### src/rtl/n_bit_muldiv_unit.sv
// n_bit_muldiv_unit
// Iterative RV32M/RV64M multiply/divide unit. One operation is accepted
// through a valid/ready handshake, iterated one bit per cycle (shift-add
// multiply, restoring divide), sign-corrected in a final cycle and presented
// as a registered result through a second valid/ready handshake.
//
// Parameters:
//   N      operand/result width (8..64, even)
//   CNT_W  iteration counter width, derived from N
//
// Ports:
//   clk          rising-edge clock
//   rst          synchronous, active-high reset
//   in_valid     operation request
//   in_ready     unit can accept a request (IDLE)
//   op           RISC-V funct3 (MUL, MULH, MULHSU, MULHU, DIV, DIVU, REM, REMU)
//   a, b         rs1 / rs2 operands
//   out_valid    result available (DONE)
//   out_ready    consumer takes the result
//   result       registered result
//   div_by_zero  registered flag: divide/remainder with b == 0
//   busy         unit is iterating (BUSY)
//
// Optional build macro:
//   MULDIV_EARLY_OUT_EN  divide-by-zero, signed divide overflow and multiply
//                        by zero skip the iterations and finish in the
//                        cycle after accept.

module n_bit_muldiv_unit #(
    parameter int N     = 32,
    parameter int CNT_W = $clog2(N) + 1
) (
    input  logic         clk,
    input  logic         rst,
    input  logic         in_valid,
    output logic         in_ready,
    input  logic [2:0]   op,
    input  logic [N-1:0] a,
    input  logic [N-1:0] b,
    output logic         out_valid,
    input  logic         out_ready,
    output logic [N-1:0] result,
    output logic         div_by_zero,
    output logic         busy
);

    localparam logic [2:0] OP_MUL    = 3'b000;
    localparam logic [2:0] OP_MULH   = 3'b001;
    localparam logic [2:0] OP_MULHSU = 3'b010;
    localparam logic [2:0] OP_MULHU  = 3'b011;
    localparam logic [2:0] OP_DIV    = 3'b100;
    localparam logic [2:0] OP_DIVU   = 3'b101;
    localparam logic [2:0] OP_REM    = 3'b110;
    localparam logic [2:0] OP_REMU   = 3'b111;

    localparam logic [N-1:0]     ZERO_N   = {N{1'b0}};
    localparam logic [N-1:0]     ONES_N   = {N{1'b1}};
    localparam logic [N-1:0]     MOST_NEG = {1'b1, {(N-1){1'b0}}};
    localparam logic [2*N-1:0]   ZERO_2N  = {(2*N){1'b0}};
    localparam logic [CNT_W-1:0] CNT_ZERO = {CNT_W{1'b0}};
    localparam logic [CNT_W-1:0] CNT_ONE  = {{(CNT_W-1){1'b0}}, 1'b1};
    localparam logic [CNT_W-1:0] CNT_LAST = CNT_W'(N);

    typedef enum logic [1:0] {
        S_IDLE = 2'd0,
        S_BUSY = 2'd1,
        S_DONE = 2'd2
    } state_t;

    state_t           state_q,       state_d;
    logic [2:0]       op_q,          op_d;
    logic [N-1:0]     a_q,           a_d;
    logic [N-1:0]     mag_a_q,       mag_a_d;
    logic [N-1:0]     mag_b_q,       mag_b_d;
    logic             neg_res_q,     neg_res_d;
    logic             neg_rem_q,     neg_rem_d;
    logic             bz_flag_q,     bz_flag_d;
    logic             ovf_flag_q,    ovf_flag_d;
    logic [2*N-1:0]   acc_q,         acc_d;
    logic [CNT_W-1:0] count_q,       count_d;
    logic [N-1:0]     result_q,      result_d;
    logic             div_by_zero_q, div_by_zero_d;

    // Accept-time decode
    logic         a_neg_s;
    logic         b_neg_s;
    logic [N-1:0] mag_a_in_s;
    logic [N-1:0] mag_b_in_s;
    logic         bz_in_s;
    logic         ovf_in_s;
    logic         early_s;

    // Iteration datapath
    logic [N:0]   mul_sum_s;
    logic [N:0]   div_shift_s;
    logic [N:0]   div_diff_s;
    logic [N-1:0] rem_new_s;

    // Final sign correction and output selection
    logic [2*N-1:0] prod_fix_s;
    logic [N-1:0]   quo_fix_s;
    logic [N-1:0]   rem_fix_s;
    logic [N-1:0]   sel_s;

    // Operand signedness, magnitudes and special-case detection for a new request
    always_comb begin
        // MUL is treated as unsigned: its low half does not depend on the signs.
        a_neg_s = a[N-1] && ((op == OP_MULH) || (op == OP_MULHSU) ||
                             (op == OP_DIV)  || (op == OP_REM));
        b_neg_s = b[N-1] && ((op == OP_MULH) || (op == OP_DIV) || (op == OP_REM));
        mag_a_in_s = a_neg_s ? (ZERO_N - a) : a;
        mag_b_in_s = b_neg_s ? (ZERO_N - b) : b;
        bz_in_s  = op[2] && (b == ZERO_N);
        ovf_in_s = ((op == OP_DIV) || (op == OP_REM)) && (a == MOST_NEG) && (b == ONES_N);
`ifdef MULDIV_EARLY_OUT_EN
        early_s = bz_in_s || ovf_in_s || (!op[2] && ((a == ZERO_N) || (b == ZERO_N)));
`else
        early_s = 1'b0;
`endif
    end

    // One iteration step for both the multiplier and the divider
    always_comb begin
        // Multiply: right-shifting accumulate, multiplier consumed LSB first.
        mul_sum_s = {1'b0, acc_q[2*N-1:N]} + (mag_b_q[0] ? {1'b0, mag_a_q} : {1'b0, ZERO_N});
        // Divide: remainder lives in acc[2N-1:N], quotient bits shift into acc[N-1:0],
        // dividend bits are fed MSB first from mag_a.
        div_shift_s = {acc_q[2*N-1:N], mag_a_q[N-1]};
        div_diff_s  = div_shift_s - {1'b0, mag_b_q};
        // A borrow out of bit N means the trial subtraction went negative: restore.
        if (div_diff_s[N]) begin
            rem_new_s = div_shift_s[N-1:0];
        end else begin
            rem_new_s = div_diff_s[N-1:0];
        end
    end

    // Two's-complement sign correction and result selection
    always_comb begin
        prod_fix_s = neg_res_q ? (ZERO_2N - acc_q) : acc_q;
        quo_fix_s  = neg_res_q ? (ZERO_N - acc_q[N-1:0]) : acc_q[N-1:0];
        // Remainder takes the sign of the dividend.
        rem_fix_s  = neg_rem_q ? (ZERO_N - acc_q[2*N-1:N]) : acc_q[2*N-1:N];
        case (op_q)
            OP_MUL:                         sel_s = prod_fix_s[N-1:0];
            OP_MULH, OP_MULHSU, OP_MULHU:   sel_s = prod_fix_s[2*N-1:N];
            OP_DIV, OP_DIVU: begin
                if (bz_flag_q) begin
                    sel_s = ONES_N;
                end else if (ovf_flag_q) begin
                    sel_s = a_q;
                end else begin
                    sel_s = quo_fix_s;
                end
            end
            OP_REM, OP_REMU: begin
                if (bz_flag_q) begin
                    sel_s = a_q;
                end else if (ovf_flag_q) begin
                    sel_s = ZERO_N;
                end else begin
                    sel_s = rem_fix_s;
                end
            end
            default:                        sel_s = ZERO_N;
        endcase
    end

    // Next-state and next-register computation for the IDLE/BUSY/DONE machine
    always_comb begin
        state_d       = state_q;
        op_d          = op_q;
        a_d           = a_q;
        mag_a_d       = mag_a_q;
        mag_b_d       = mag_b_q;
        neg_res_d     = neg_res_q;
        neg_rem_d     = neg_rem_q;
        bz_flag_d     = bz_flag_q;
        ovf_flag_d    = ovf_flag_q;
        acc_d         = acc_q;
        count_d       = count_q;
        result_d      = result_q;
        div_by_zero_d = div_by_zero_q;

        case (state_q)
            S_IDLE: begin
                if (in_valid) begin
                    op_d       = op;
                    a_d        = a;
                    mag_a_d    = mag_a_in_s;
                    mag_b_d    = mag_b_in_s;
                    neg_res_d  = a_neg_s ^ b_neg_s;
                    neg_rem_d  = a_neg_s;
                    bz_flag_d  = bz_in_s;
                    ovf_flag_d = ovf_in_s;
                    acc_d      = ZERO_2N;
                    // Early-out jumps straight to the finishing cycle; the cleared
                    // accumulator already holds the zero product.
                    count_d    = early_s ? CNT_LAST : CNT_ZERO;
                    state_d    = S_BUSY;
                end else begin
                    state_d    = S_IDLE;
                end
            end
            S_BUSY: begin
                if (count_q != CNT_LAST) begin
                    if (op_q[2] == 1'b0) begin
                        acc_d   = {mul_sum_s, acc_q[N-1:1]};
                        mag_b_d = mag_b_q >> 1;
                    end else begin
                        acc_d   = {rem_new_s, acc_q[N-2:0], ~div_diff_s[N]};
                        mag_a_d = mag_a_q << 1;
                    end
                    count_d = count_q + CNT_ONE;
                end else begin
                    result_d      = sel_s;
                    div_by_zero_d = bz_flag_q;
                    state_d       = S_DONE;
                end
            end
            S_DONE: begin
                if (out_ready) begin
                    state_d = S_IDLE;
                end else begin
                    state_d = S_DONE;
                end
            end
            default: begin
                state_d = S_IDLE;
            end
        endcase
    end

    // State and datapath registers with synchronous reset
    always_ff @(posedge clk) begin
        if (rst) begin
            state_q       <= S_IDLE;
            op_q          <= 3'b000;
            a_q           <= ZERO_N;
            mag_a_q       <= ZERO_N;
            mag_b_q       <= ZERO_N;
            neg_res_q     <= 1'b0;
            neg_rem_q     <= 1'b0;
            bz_flag_q     <= 1'b0;
            ovf_flag_q    <= 1'b0;
            acc_q         <= ZERO_2N;
            count_q       <= CNT_ZERO;
            result_q      <= ZERO_N;
            div_by_zero_q <= 1'b0;
        end else begin
            state_q       <= state_d;
            op_q          <= op_d;
            a_q           <= a_d;
            mag_a_q       <= mag_a_d;
            mag_b_q       <= mag_b_d;
            neg_res_q     <= neg_res_d;
            neg_rem_q     <= neg_rem_d;
            bz_flag_q     <= bz_flag_d;
            ovf_flag_q    <= ovf_flag_d;
            acc_q         <= acc_d;
            count_q       <= count_d;
            result_q      <= result_d;
            div_by_zero_q <= div_by_zero_d;
        end
    end

    // Handshake and status outputs decode the state register only
    assign in_ready    = (state_q == S_IDLE);
    assign out_valid   = (state_q == S_DONE);
    assign busy        = (state_q == S_BUSY);
    assign result      = result_q;
    assign div_by_zero = div_by_zero_q;

endmodule
### config.mk
export PLATFORM = sky130hd
export DESIGN_NAME = n_bit_muldiv_unit
export DESIGN_NICKNAME = d
export VERILOG_FILES = /design/src/rtl/n_bit_muldiv_unit.sv
export SDC_FILE = /design/constraint.sdc
export NUM_CORES = 1
export LEC_CHECK = 0
export CAP_MARGIN = 5
export CORE_UTILIZATION = 40
export CTS_BUF_LIST = sky130_fd_sc_hd__clkbuf_8
export DETAILED_ROUTE_END_ITERATION = 8
export DONT_BUFFER_PORTS = 1
export HOLD_SLACK_MARGIN = 0.08
export PLACE_DENSITY_LB_ADDON = 0.1
export SLEW_MARGIN = 25
export SYNTH_ARGS = -nofsm -noshare
export SYNTH_HDL_FRONTEND = slang
export SYNTH_SLANG_ARGS = --single-unit
### constraint.sdc
create_clock -name clk -period 11.03 [get_ports clk]
set_clock_uncertainty 0.1 [all_clocks]
set_input_delay 3.309 -clock clk [delete_from_list [all_inputs] [get_ports clk]]
set_output_delay 3.309 -clock clk [all_outputs]
set_load 0.03 [all_outputs]
=== After elaboration in Yosys (flattened, before gate mapping) ===
Cells that the tools add are included.

* Register bits: 208
* Output and inout port bits: 36
* Logic and storage cells: 99

* Add/subtract/negate cells: 8
* Equal/unequal tests: 21
* Muxes and demuxes: 31
* Bitwise logic cells: 3
* Reductions and logical operators: 23

{| class="wikitable"
|+ Operators with widths
! kind !! count
|-
| 32-bit two-way mux || 16
|-
| 64-bit two-way mux || 4
|-
| 32-bit case mux with 2 select lines || 2
|-
| 32-bit case mux with 4 select lines || 1
|-
| 64-bit case mux with 2 select lines || 1
|-
| 1-bit by 32-bit subtractor with 32-bit output, first input constant || 4
|-
| 32-bit equality test, second input constant || 2
|-
| 1-bit by 64-bit subtractor with 64-bit output, first input constant || 1
|-
| 32-bit by 32-bit adder with 33-bit output || 1
|-
| 33-bit by 32-bit subtractor with 33-bit output || 1
|-
| 32-bit logical NOT || 1
|-
| 3-bit equality test, second input constant || 6
|-
| 6-bit two-way mux || 2
|-
| 6-bit case mux with 2 select lines || 1
|-
| 3-bit by 2-bit equality test with 1-bit output, second input constant || 3
|-
| 4-bit AND reduction || 2
|-
| 6-bit by 1-bit adder with 6-bit output, second input constant || 1
|-
| 3-bit by 1-bit equality test with 1-bit output, second input constant || 2
|-
| 1-bit logical OR || 6
|-
| 2-bit != test, second input constant || 3
|-
| 6-bit != test, second input constant || 1
|-
| 2-bit case mux with 3 select lines || 1
|-
| 1-bit logical AND || 5
|-
| 2-bit two-way mux || 2
|-
| 13 further kinds || 17
|}

=== Longest topological paths before layout ===
* Depth after elaboration: 8
* Depth in mapped cells: 15

=== Least setup slack after synthesis ===
OpenSTA, ideal clock, no wires.

* Path type: input to register
* Start: input port a[6]
* End: register mag_a_q[23]
* Setup time: 0.074 ns
* Arrival time: 5.702 ns
* Data required time: 10.856 ns
* Path slack: 5.154 ns
* Stages: 10
* Buffers on the path: 0
* Cells stage by stage: or4_4 -> or4_1 -> or2_2 -> nor2_4 -> nand2_1 -> or3_1 -> o41ai_2 -> xnor2_1 -> nand2_1 -> a31oi_1

* Longest elaborated chain between the ends: 4

{| class="wikitable"
|+ RTL lines
! what !! RTL line !! RTL
|-
| from (decl) || 38 || <nowiki>input logic [N-1:0] a,</nowiki>
|-
| 1-bit by 32-bit subtractor with 32-bit output || 111 || <nowiki>mag_a_in_s = a_neg_s ? (ZERO_N - a) : a;</nowiki>
|-
| 32-bit two-way mux || 111 ||
|-
| 32-bit two-way mux || 187 || <nowiki>if (in_valid) begin</nowiki>
|-
| 32-bit case mux with 2 select lines || 185 || <nowiki>case (state_q)</nowiki>
|-
| to (signal assigned) || 254 || <nowiki>mag_a_q <= mag_a_d;</nowiki>
|-
| to (decl) || 73 || <nowiki>logic [N-1:0] mag_a_q, mag_a_d;</nowiki>
|}

No other way between the ends. The select of a mux whose other input is x is not followed.
A chain may end at the register's enable or synchronous reset.

=== Worst setup path in the final report ===
* Start: input port a[6]
* End: register mag_a_q[30]

The elaborated chain is that of the path after synthesis.

==> impl_metrics.json <==
{
  "r2r_slack_ns": 6.18,
  "post-route-period-util_pct": 51.2,
  "arrival_ns": 6.09,
  "synth_seq_cells": 208,
  "cts_tree": "done",
  "synthTopCellsByCount": "nor2_1, nand2_1, a21oi_1",
  "synth_cell_type_count": 85,
  "via_count": 17300,
  "relSlewSlack_pct": 29.4,
  "dieArea_mm2": 0.0436,
  "cts_sinks": 208,
  "min_period_ns": 5.65,
  "grt_max_degree": 176,
  "fillers": 4385,
  "cp.depth": 10,
  "rsz0062_at_grt": "false",
  "final_max_slew_viol_count": 0,
  "async_reset_ff_share_pct": 0,
  "cts-root-buf": "clkbuf_8",
  "hold_start": "mag_b_q[14]",
  "cts.path.max_buffers": 3,
  "finalInstanceArea_mm2": 0.0181,
  "grt_pass1_vias": 15900,
  "die_width_um": 209,
  "hold_end": "mag_b_q[14]",
  "start_util_pct": 40.7,
  "max-vdd-ir-drop_v": 0.0000963,
  "io_buffer_count": 0,
  "crit_required_ns": 11.47,
  "synth_nets": 2514,
  "clk_latency_ns": 0.62,
  "status": "completed",
  "cp_top_family": "simple AND/OR/NAND/NOR gates",
  "clkSlewWorstSetupHoldPaths_ns": 0.06,
  "wl_per_cell_um": 23.0,
  "tightest_slew_ns": 1.05,
  "grt_pass1_wl_um": 98300,
  "core_area_mm2": 0.0420,
  "crit_chain": "or4_4, or4_1, nor3_1, nand2_1, nor4b_1, a21oi_1, xnor2_1, a211oi_1, a21oi_1, nor2_1",
  "synth_ff_type": "dfxtp_1",
  "gp_routability_congestion": 0.946,
  "ys_seq_area_share_pct": 24.3,
  "utilization_pct": 43.0,
  "rr_startpoint": "acc_q[32]",
  "synth_enable_flop_cells": 0,
  "end_kind": "register",
  "p_total_mw": 2.29,
  "dr.pass1.iters": 5,
  "drv_cap": 0,
  "synth_area_per_cell_um2": 7.22,
  "yosys.area.top_type": "dfxtp_1",
  "timing.critical_path.slowest_cell_delay_ns": 0.55,
  "boundaryPins": 107,
  "place_area_mm2": 0.0172,
  "antenna_found_initial": 0,
  "hold_ws_ns": 0.370,
  "track_usage_pct": 29.1,
  "r2r_end": "acc_q[38]",
  "path_class": "in -> reg",
  "worstRegToRegCells": 13,
  "cp.buffers_inverters": 0,
  "remaining_drc_errors": 0,
  "cts_hold_buf": 0,
  "dp_hpwl_um": 47500,
  "cp_common_cell": "a21oi_1",
  "p_leak_nw": 6.90,
  "numCtsBuffers": 42,
  "power.density_mw_per_mm2": 127,
  "hold_path_class": "reg -> reg",
  "syn_inst": 2369,
  "hold_violations": 0,
  "ant_nets": 0,
  "cp-start-kind": "input port",
  "worstHoldPathCells": 2,
  "cts_setup_buffers": 0,
  "final-setup-viol-count": 0,
  "synth_top_area_share_pct": 24.3,
  "grt-ovfl-total": 0,
  "cts_htree_levels": 2,
  "synthesis.area_mm2": 0.0171,
  "layout-drive-gt1-share_pct": 6.43,
  "path_max_fanout": 6,
  "regArea_mm2": 0.00417,
  "critPathSlowestCell": "nor4b_1",
  "fmax_mhz": 177,
  "final.setup.tns_ns": 0,
  "synth_area_leaders": "dfxtp_1, a21oi_1, nor2_1",
  "yosys_warnings": 0,
  "drt-total-wl_um": 64900,
  "rows": 75,
  "vias_per_cell": 6.11,
  "ctsResizeCount": 0,
  "synth.most_common_cell": "nor2_1",
  "dr.first_iter.drc_count": 1654,
  "nets": 2399,
  "die_h_um": 209,
  "syn_to_final_growth_pct": 5.77,
  "multiInputGateArea_mm2": 0.0119
}
-- kinds of logic after synthesis --
logic type | count (synthesis) | share of synthesized area [%]
simple gates | 865 | 23.8
compound gates | 710 | 26.0
buf+inv | 248 | 6.40
flops | 208 | 24.3
xor+xnor | 201 | 10.3
fa+ha+maj | 74 | 5.50
mux | 63 | 3.74
-- placed cells by master, fill, tap and decap left out, drive strengths merged, types with 10 or more instances in the layout --
master     n
xnor2    103
nor3      84
a31oi     25
or3       23
or4       16
nor4      24
nor2b     15
buf       27
nand2    264
mux2i     55
or2       12
o2111ai   10
o211ai    29
inv       73
dfxtp    208
a211oi    66
o21bai    10
nand2b    27
clkbuf    55
a21o      23
a221oi    11
nor2     271
a21oi    254
o31ai     26
ha        72
a22oi     14
nand3     45
o41ai     13
o21ai    150
xor2      98
nand4     22
and2      38
-- sequential cells by signal, summed over array words and instances (netlist names) --
name and cells:
ovf_flag_q 1, acc_q 64, mag_a_q 32, state_q 2, mag_b_q 32, result 32
op_q 3, count_q 6, bz_flag_q 1, neg_res_q 1, div_by_zero 1, neg_rem_q 1
a_q 32
-- report_power, final --
group / switching [mW] / internal (mW)
combinational: 0.372 / 0.208
clock: 0.379 / 0.492
sequential: 0.0540 / 0.788
-- through the flow --
| stage | instances | setup WS [ns] |
|---|---|---|
| final | 2825 | 5.38 |
| after global routing | 2824 | 5.19 |
| after detailed placement | 2749 | 4.79 |
| after CTS | 2824 | 5.43 |
| after global placement | 2749 | 4.82 |
| after floorplan | 2369 | 5.15 |
-- per-layer routing --
layer  GRT usage, %  vias to the layer above  wire [um]
li1               -                     8236          -
met1           41.1                     8257      30300
met2           43.0                      680      27300
met3           8.25                       84       5970
met4           7.78                        0       1380
met5              0                        -          0
-- how the worst max path moves through the flow --
stage,endpoint,from
floorplan,mag_a_q[23],a[6]
global placement,mag_b_q[30],b[4]
detailed placement,mag_b_q[30],b[4]
CTS,mag_b_q[30],b[4]
global route,mag_b_q[30],b[4]
finish,mag_a_q[30],a[6]
-- cell type report --
cell class                      instances  share of cell area (%)
Sequential cell                       208                    23.0
Inverter                               62                    1.29
Clock buffer                           55                    4.18
Tap cell                              539                    3.73
Timing Repair Buffer                   27                    1.12
Clock inverter                         20                   0.767
Antenna cell                            1                  0.0138
Multi-Input combinational cell       1913                    65.9
-- worst register-to-register path: stages (launching register included) --
cell       delay (ns)
dfxtp_1          0.58
inv_1            0.25
fa_1             0.46
nand2b_1         0.20
a21oi_1          0.36
o2111ai_1        0.28
a31oi_1          0.22
nor2_1           0.11
o21ai_0          0.78
xor2_4           0.50
buf_4            0.37
mux2i_1          0.25
a21oi_1          0.09
a21o_1           0.18
Note: power is estimated with default switching activity, not from simulation.
